File: src/rtl/pixel_fetch_unit.sv
// Pixel fetch unit: walks an IMG_W x IMG_H frame of 8-bit pixels in raster order from a
// synchronous-read memory and streams them on a valid/ready interface with row/frame markers.
module pixel_fetch_unit #(
    parameter int ADDR_W = 16,
    parameter int IMG_W  = 256,
    parameter int IMG_H  = 256
) (
    input  logic              clk,
    input  logic              rst_n,
    input  logic              start,
    input  logic [ADDR_W-1:0] base_addr,
    output logic              mem_rd_en,
    output logic [ADDR_W-1:0] mem_addr,
    input  logic [7:0]        mem_rdata,
    output logic [7:0]        pix_data,
    output logic              pix_valid,
    input  logic              pix_ready,
    output logic              pix_eol,
    output logic              pix_last,
    output logic              busy,
    output logic              done
);

    localparam int COL_W = (IMG_W > 1) ? $clog2(IMG_W) : 1;
    localparam int ROW_W = (IMG_H > 1) ? $clog2(IMG_H) : 1;
    localparam logic [COL_W-1:0] COL_MAX = COL_W'(IMG_W - 1);
    localparam logic [ROW_W-1:0] ROW_MAX = ROW_W'(IMG_H - 1);

    localparam logic [1:0] S_IDLE  = 2'd0;
    localparam logic [1:0] S_FETCH = 2'd1;
    localparam logic [1:0] S_DRAIN = 2'd2;
    localparam logic [1:0] S_DONE  = 2'd3;

    logic [1:0]        state;
    logic [1:0]        state_nxt;
    logic [ADDR_W-1:0] addr;
    logic [COL_W-1:0]  col;
    logic [ROW_W-1:0]  row;

    logic              inflight;
    logic              inflight_eol;
    logic              inflight_last;

    logic [7:0]        buf_data [2];
    logic [1:0]        buf_eol;
    logic [1:0]        buf_last;
    logic              rd_ptr;
    logic              wr_ptr;
    logic [1:0]        count;

    logic              pop;
    logic              push;
    logic              issue;
    logic              tag_eol;
    logic              tag_last;
    logic [2:0]        credit_use;

    // A read returns data in the cycle after it is issued, so the in-flight flag
    // doubles as the buffer write strobe.
    assign pop        = pix_valid & pix_ready;
    assign push       = inflight;
    assign credit_use = 3'(count) + 3'(inflight) - 3'(pop);
    assign issue      = (state == S_FETCH) && (credit_use < 3'd2);
    assign tag_eol    = (col == COL_MAX);
    assign tag_last   = tag_eol && (row == ROW_MAX);

    // NOTE: every combinational output gets a default before the case so no latch is inferred.
    always_comb begin
        state_nxt = state;
        case (state)
            S_IDLE:  if (start)                          state_nxt = S_FETCH;
            S_FETCH: if (issue && tag_last)              state_nxt = S_DRAIN;
            S_DRAIN: if ((count == 2'd0) && !inflight)   state_nxt = S_DONE;
            default:                                     state_nxt = S_IDLE;
        endcase
    end

    // NOTE: sequential state uses non-blocking assignments so every flop samples pre-edge values.
    always_ff @(posedge clk or negedge rst_n) begin
        if (!rst_n) begin
            state <= S_IDLE;
            addr  <= '0;
            col   <= '0;
            row   <= '0;
        end else begin
            state <= state_nxt;
            if ((state == S_IDLE) && start) begin
                addr <= base_addr;
                col  <= '0;
                row  <= '0;
            end else if (issue) begin
                addr <= addr + ADDR_W'(1);
                if (tag_eol) begin
                    col <= '0;
                    row <= row + ROW_W'(1);
                end else begin
                    col <= col + COL_W'(1);
                end
            end
        end
    end

    always_ff @(posedge clk or negedge rst_n) begin
        if (!rst_n) begin
            inflight      <= 1'b0;
            inflight_eol  <= 1'b0;
            inflight_last <= 1'b0;
        end else begin
            inflight <= issue;
            if (issue) begin
                inflight_eol  <= tag_eol;
                inflight_last <= tag_last;
            end
        end
    end

    // NOTE: the two buffer entries are reset too, so pix_data reads zero straight out of reset.
    always_ff @(posedge clk or negedge rst_n) begin
        if (!rst_n) begin
            buf_data[0] <= '0;
            buf_data[1] <= '0;
            buf_eol     <= '0;
            buf_last    <= '0;
            rd_ptr      <= 1'b0;
            wr_ptr      <= 1'b0;
            count       <= 2'd0;
        end else begin
            if (push) begin
                buf_data[wr_ptr] <= mem_rdata;
                buf_eol[wr_ptr]  <= inflight_eol;
                buf_last[wr_ptr] <= inflight_last;
                wr_ptr           <= ~wr_ptr;
            end
            if (pop) begin
                rd_ptr <= ~rd_ptr;
            end
            case ({push, pop})
                2'b10:   count <= count + 2'd1;
                2'b01:   count <= count - 2'd1;
                default: count <= count;
            endcase
        end
    end

    assign mem_rd_en = issue;
    assign mem_addr  = addr;
    assign pix_valid = (count != 2'd0);
    assign pix_data  = buf_data[rd_ptr];
    assign pix_eol   = pix_valid & buf_eol[rd_ptr];
    assign pix_last  = pix_valid & buf_last[rd_ptr];
    assign busy      = (state == S_FETCH) || (state == S_DRAIN);
    assign done      = (state == S_DONE);

endmodule
File: config.mk
export PLATFORM = sky130hd
export DESIGN_NAME = pixel_fetch_unit
export DESIGN_NICKNAME = d
export VERILOG_FILES = /design/src/rtl/pixel_fetch_unit.sv
export SDC_FILE = /design/constraint.sdc
export NUM_CORES = 1
export LEC_CHECK = 0
export BUFFER_PORTS_ARGS = -buffer_cell sky130_fd_sc_hd__buf_2
export CAP_MARGIN = 20
export CORE_MARGIN = 8
export CORE_UTILIZATION = 45
export CTS_BUF_LIST = sky130_fd_sc_hd__clkbuf_4 sky130_fd_sc_hd__clkbuf_8
export CTS_CLUSTER_DIAMETER = 150
export DETAILED_ROUTE_END_ITERATION = 16
export PLACE_DENSITY = 0.65
export SYNTH_ARGS = -nofsm -noshare
export SYNTH_HDL_FRONTEND = slang
export SYNTH_SLANG_ARGS = --single-unit
File: constraint.sdc
create_clock -name clk -period 6.2 [get_ports clk]
set_input_delay 1.24 -clock clk [delete_from_list [all_inputs] [get_ports clk]]
set_output_delay 1.24 -clock clk [all_outputs]
set_load 0.03 [all_outputs]
# Word level (Yosys, flattened, before mapping)
# Index checks and enable logic that the tools add are counted.
[word_totals]
register_bits = 61
input_bits = 28
out_inout_bits = 30
word_cells = 89
[op_classes]
add_sub_neg = 7
order_cmp = 7
n_eq_ne = 10
n_mux = 27
bitwise = 7
n_reduce_logical = 17
[ops]
columns = ["op", "n"]
rows = [
  ["8-bit 2-to-1 mux", 10],
  ["16-bit 2-to-1 mux", 2],
  ["16-bit by 1-bit adder with 16-bit output, second input constant", 1],
  ["8-bit by 1-bit adder with 8-bit output, second input constant", 2],
  ["16-bit bitwise mux", 1],
  ["8-bit equality test, second input constant", 2],
  ["8-bit demux with 1-bit select", 1],
  ["2-bit nonzero test", 4],
  ["1-bit logical AND", 7],
  ["2-bit equality test, second input constant", 3],
  ["2-bit 2-to-1 mux", 3],
  ["2-bit case mux with 3 select lines", 1],
  ["1-bit 2-to-1 mux", 5],
  ["2-bit bitwise mux", 2],
  ["2-bit by 1-bit equality test with 1-bit output, second input constant", 2],
  ["2-bit greater-or-equal comparator, second input constant", 2],
  ["2-bit logical NOT", 2],
  ["1-bit by 2-bit less-than comparator with 1-bit output, second input constant", 2],
  ["2-bit inequality test, second input constant", 2],
  ["1-bit NOT with 2-bit output", 2],
  ["2-bit case mux with 2 select lines", 1],
  ["2-bit by 1-bit adder with 3-bit output", 1],
  ["1-bit AND", 3],
  ["3-bit by 2-bit less-than comparator with 1-bit output, second input constant", 1],
  ["12 further kinds", 13],
]

# Logic depth before layout (Yosys ltp)
# Gate-level depths: netlist (run 1).
[depth]
ltp_word = 8
depth_mapped = 12
depth_no_buf = 10

# Least setup slack after synthesis (run 1)
# No wires, ideal clock.
[synth_timing]
path_type = "input -> output"
startpoint = "input port pix_ready"
endpoint = "output port mem_rd_en"
t_arrival_ps = 2884
required_time_ps = 4960
path_slack_ps = 2076
path_stages = 9
n_path_buf = 1
cell_sequence = "nand2_1 -> nor2_1 -> a21oi_1 -> nand2b_1 -> fa_1 -> and2_1 -> buf_2 -> nand2_2 -> inv_1"
[synth_via]
elab_chain_cells = 4
[synth_rtl]
columns = ["element", "line", "text"]
rows = [
  ["from (decl)", "17", "input logic pix_ready,"],
  ["1-bit AND", "60", "assign pop = pix_valid & pix_ready;"],
  ["3-bit by 1-bit subtractor with 3-bit output", "62", "assign credit_use = 3'(count) + 3'(inflight) - 3'(pop);"],
  ["3-bit by 2-bit less-than comparator with 1-bit output", "63", "assign issue = (state == S_FETCH) && (credit_use < 3'd2);"],
  ["1-bit logical AND", "63", ""],
  ["to (decl)", "12", "output logic mem_rd_en,"],
]
# No other way between the ends.

# Worst setup path in the final report (run 1)
# Same ends and word-level chain as after synthesis.

==> results of run 1 <==
[cell usage in the layout (no fill, tap or decap), types with 9 or more instances in the layout]
| cell | count |
|---|---|
| nand4_1 | 9 |
| clkbuf_8 | 11 |
| dfrtp_1 | 61 |
| a31oi_1 | 12 |
| inv_1 | 9 |
| buf_2 | 57 |
| a21oi_1 | 13 |
| nor2_1 | 23 |
| nand2_1 | 29 |
| mux2_2 | 28 |
| o21ai_0 | 14 |
| nand3_1 | 12 |
[cells by family after synthesis]
family | after synthesis
buffers and inverters | 21
adder cells (fa/ha/maj) | 8
flip-flops | 61
XOR/XNOR | 14
AO/OA/AOI/OAI | 53
AND/OR/NAND/NOR | 113
multiplexers | 34
[flip-flops by register name, indices dropped and copies added, names as in the netlist]
name	flops
inflight_eol	1
col	8
mem_addr	16
row	8
buf_eol	2
buf_data	16
buf_last	2
rd_ptr	1
count	2
wr_ptr	1
inflight	1
inflight_last	1
state	2
[metal layers]
| metal | vias up | GRT usage, % |
|---|---|---|
| met2 | 39 | 24.6 |
| li1 | 1222 | - |
| met4 | 0 | 6.87 |
| met5 | - | 0 |
| met1 | 1218 | 18.0 |
| met3 | 10 | 4.05 |
[worst paths after layout]
kind                       startpoint      endpoint  slack [ns]  cells past startpoint
min in group asynchronous       rst_n   mem_addr[3]        1.05                      2
max in group asynchronous       rst_n    buf_eol[0]        4.62                      2
max reg2reg                  count[1]  mem_addr[10]        3.02                      9
min                            wr_ptr        wr_ptr        0.49                      1
max                         pix_ready     mem_rd_en        1.53                     10
min reg2reg                    wr_ptr        wr_ptr        0.49                      1
[final cells by class]
type,instances,area [um2]
Fill cell,625,3100
Multi-Input combinational cell,222,1540
Clock inverter,4,22.5
Sequential cell,61,1530
Clock buffer,12,159
Timing Repair Buffer,58,293
Inverter,9,33.8
Tap cell,96,120
[report_power, final]
| group | leakage [uW] | switching (uW) | internal (uW) | total, uW |
|---|---|---|---|---|
| logic | 0.000856 | 395 | 258 | 654 |
| clock network | 0.0000956 | 157 | 169 | 326 |
| registers | 0.000781 | 112 | 508 | 620 |
| total | 0.00173 | 664 | 936 | 1600 |
[through the flow]
| stage | util (%) | instance area, um2 | cells |
|---|---|---|---|
| 6_report | 54.3 | 3690 | 462 |
| 5_1_grt | 54.3 | 3690 | 462 |
| 3_3_place_gp | 51.7 | 3510 | 446 |
| 3_5_place_dp | 51.7 | 3510 | 446 |
| 4_1_cts | 54.3 | 3690 | 462 |
| 2_1_floorplan | - | 3150 | 304 |
==> impl_metrics.toml, run 1 <==
[run_status]
status = "completed"

[sta]
hold_viol_final = 0
slew_violations = 0
fmax_ghz = 0.214
worstMarginPinSlew_ns = 0.984
fin_skew_ns = 0.00476
finalCritPeriodShare_pct = 75.3
setup_tns_ns = 0
rsz0062_at_grt = "false"
final-setup-viol-count = 0
worst_slack_ns = 1.53
whs_ns = 0.492
period_needed_ns = 4.67
relSlewSlack_pct = 34.2

[power]
power_density_nw_per_um2 = 433
p_leak_uw = 0.00173
power_uw = 1600
max-vdd-ir-drop_v = 0.000214

[setup_path]
crit_arrival_ns = 3.43
cp_top_family = "simple AND/OR/NAND/NOR gates"
path_buf_inv = 3
cpMostUsedCell = "buf_2"
slowest_delay_ns = 0.47
crit_path_cell_trace = "buf_2 > nand2_1 > nor2_1 > a21oi_1 > nand2b_1 > fa_1 > xnor2_2 > nand2_2 > inv_1 > buf_2"
worstPathMaxFanout = 11
slowest_stage = "xnor2_2"
required_ns = 4.96
crit_type = "input port to primary output"
end_kind = "primary output"
critPathLaunchType = "input port"

[placement]
gp_congestion = 0.833
port_buffers = 57
hpwl_mm = 5.12
dp_slack_ns = 1.52

[layout]
diodes = 0
area_growth_pct = 17.2
layout.nets = 397
post_route_cells_drive_above_1_share_pct = 29.5

[global_route]
antenna_found_initial = 0
grt_overflow_total = 0
track_usage_pct = 15.0
grt_max_degree = 62
grt_pass1_vias = 2467
grt_pass1_wl_mm = 12.0

[yosys]
synth_top_family_by_area = "simple AND/OR/NAND/NOR gates"
netlist_area_um2 = 3150
synth_edf_count = 0
synth_area_leaders = "dfrtp_1, mux2_2, nand2_1, ha_1, nor2_1"
synth-main-ff-cell = "dfrtp_1"
postSynthAreaPerCell_um2 = 10.4
ys_seq_area_share_pct = 48.5
synth_compound_area_share_pct = 10.3
synth-xor-area-share_pct = 4.13
ys_async_sr_fraction_pct = 100
yosys.area_share.simple_pct = 18.8
synthesis.instances = 304
synth.cells.most_frequent = "dfrtp_1, nand2_1, mux2_2"
yosysWarnings = 0
syn-num-nets = 340
synth.distinct_cells = 39
synthAdderAreaFrac_pct = 3.42
ys_seq_elements = 61
synth_largest_area_cell = "dfrtp_1"
yosysMostFrequentCell = "dfrtp_1"
muxShareOfSynthArea_pct = 12.1
synth_top_area_share_pct = 48.5

[detailed_routing]
wl_met2_mm = 3.37
vias = 2489
maxUsedRoutingLayer = "met4"
drt_pass1_iterations = 4
final_antenna_net_count = 0
wl_mm = 7.10
routedWlPerCell_um = 15.4
drt-initial-drc-count = 82
wl_met3_um = 343
wirelength_met1_mm = 3.27
drc = 0
via_per_inst = 5.39

[cts]
post_cts_buffers = 0
cts_tree = "built"
cts-root-buf = "clkbuf_8"
cts_buffers = 9
cts_resized = 0
cts_hold_buf = 0
clk_pin_slew_ns = 0.06
h-tree-depth = 3
cts_buffer_depth = 2
insertion_delay_ns = 0.34
cts_num_sinks = 61

[flow_run]
cap_violations = 0

[die]
core_um2 = 6790
die_area_um2 = 9930
io_pins = 58
dieWidth_um = 99.6
initial_core_util_pct = 46.3
rows = 30
die_h_um = 99.6

[worst_hold_path]
min_path_type = "flip-flop to flip-flop"
No activity file was read; power rests on OpenSTA's default activity.
==> run 2, diff against run 1 <==
- ABC_AREA: not set -> 1
- PLACE_DENSITY: 0.65 -> 0.67
- clock period: 6.2 -> 4.1 ns (I/O delays scaled with it)
==> impl_metrics.toml, run 2 <==
[yosys]
synth_largest_area_cell = "dfrtp_1"
ys_async_sr_fraction_pct = 100
ys_seq_elements = 61
postSynthAreaPerCell_um2 = 7.38
ys_seq_area_share_pct = 44.7
synth_area_leaders = "dfrtp_1, nand2_1, nand3_1, o21ai_0, inv_1"
syn-num-nets = 499
synthesis.instances = 463
synth.cells.most_frequent = "nand2_1, dfrtp_1, inv_1"
yosysWarnings = 0
yosysMostFrequentCell = "nand2_1"
synth.distinct_cells = 35
synth_edf_count = 0
netlist_area_um2 = 3420
synth-main-ff-cell = "dfrtp_1"
synth_top_area_share_pct = 44.7

[setup_path]
crit_arrival_ns = 2.40
startpoint = "count[1]"
crit_path_cell_trace = "nor2_1 > inv_2 > nand2_1 > nor2_1 > o21ai_1 > fa_1 > nand2_1 > inv_1 > nand2_2 > nor2_4 > buf_2"
slowest_stage = "fa_1"
required_ns = 3.28
end_kind = "primary output"
slowest_delay_ns = 0.50
critPathLaunchType = "flip-flop"
path_buf_inv = 3
cp_top_family = "simple AND/OR/NAND/NOR gates"
r2r-start = "count[1]"
worstPathMaxFanout = 5
crit_type = "flip-flop to primary output"

[cts]
cts-root-buf = "clkbuf_8"
h-tree-depth = 3
clk_pin_slew_ns = 0.07
cts_buffers = 9
cts_buffer_depth = 2
cts_resized = 0
cts_tree = "built"
cts_hold_buf = 0
cts_num_sinks = 61
post_cts_buffers = 0
insertion_delay_ns = 0.34

[worst_hold_path]
min_path_type = "input port to asynchronous set/reset pin"

[sta]
finalCritPeriodShare_pct = 78.5
rsz0062_at_grt = "false"
fmax_ghz = 0.311
worstMarginPinSlew_ns = 0.637
final-setup-viol-count = 0
hold_viol_final = 0
period_needed_ns = 3.22
fin_skew_ns = 0.00763
setup_tns_ns = 0
relSlewSlack_pct = 57.5
slew_violations = 0

[power]
max-vdd-ir-drop_v = 0.000403
power_density_nw_per_um2 = 806
power_uw = 3240
p_leak_uw = 0.00211

[die]
rows = 31
io_pins = 58
dieWidth_um = 103
die_h_um = 103
core_um2 = 7290
die_area_um2 = 10600
initial_core_util_pct = 46.9

[detailed_routing]
drt_pass1_iterations = 4
final_antenna_net_count = 0
drt-initial-drc-count = 135
routedWlPerCell_um = 12.4
wl_mm = 7.74
vias = 3065
via_per_inst = 4.90
drc = 0

[layout]
layout.nets = 557
area_growth_pct = 17.6
final_common_cell = "nand2_1"
post_route_cells_drive_above_1_share_pct = 17.9
final_cell_mix = "nand2_1, dfrtp_1, buf_2"
fin_area_um2 = 4020
diodes = 0

[placement]
placed_cell_area_um2 = 3770
hpwl_mm = 5.49
gp_congestion = 0.806
port_buffers = 57

[global_route]
grt_pass1_vias = 2867
grt_overflow_total = 0
grt_max_degree = 36
antenna_found_initial = 0
grt_pass1_wl_mm = 12.9
track_usage_pct = 15.5

[run_status]
status = "completed"

[flow_run]
cap_violations = 0
run 2: cell count changes after synthesis, sizes merged, moves of 6 or more:
cell   change
nand2    +136
inv       +40
mux2      -29
nand3     +27
o21ai     +27
nor2      +20
a31oi     -11
or4        -8
o31ai      -7
or3        -7
xnor2      -6
run 2: cells by family after synthesis:
kind of cell | Yosys count | synth area share (%)
fa+ha+maj | 8 | 3.15
flops | 61 | 44.7
buf+inv | 63 | 8.09
compound gates | 57 | 9.12
simple gates | 269 | 33.7
xor+xnor | 5 | 1.28
run 2: where the power goes:
| group | switching, uW | internal, uW |
|---|---|---|
| combinational | 1050 | 473 |
| sequential | 220 | 831 |
| clock | 246 | 419 |
| total | 1520 | 1720 |
run 2: path summary, 6_finish.rpt:
check / end / cells after the start / slack (ns)
max in group asynchronous: mem_addr[11] / 2 / 2.98
min in group clk: buf_data[10] / 2 / 0.49
setup reg to reg: row[2] / 15 / 1.26
hold / removal: buf_data[14] / 1 / 0.38
hold reg to reg: buf_data[10] / 2 / 0.49
setup / recovery: mem_rd_en / 11 / 0.88
run 2: through the flow:
step           setup slack (ns)  utilization (%)  cells  hold WS [ns]
4_1_cts                   0.858             55.1    625         0.379
3_5_place_dp              0.963             51.7    609         0.474
2_1_floorplan              1.04                -    463         0.453
3_3_place_gp              0.995             51.7    609         0.466
5_1_grt                   0.641             55.1    625         0.383
6_report                  0.879             55.1    625         0.378
run 2: final cells by class:
cell class	instances	area [um2]
clock inverters	6	110
multi-input cells	339	1610
well taps	99	124
clock buffers	10	138
fillers	704	3270
repair buffers	61	315
inverters	49	191
flip-flops and latches	61	1530
run 2: per-layer routing:
metal  vias up  GRT usage [%]  part of all wire (%)
li1       1587              -                     -
met1      1396           18.8                    47
met2        75           24.8                    45
met3         7           4.93                   6.3
met4         0           6.79                   1.4
met5         -              0                     0
run 2: worst reg2reg max path, delay by kind of cell, from the launching register on:
kind / cells / cell delay, ns
buf+inv: 4 / 0.45
fa+ha+maj: 1 / 0.45
simple gates: 7 / 0.74
flops: 1 / 0.45
compound gates: 3 / 0.62
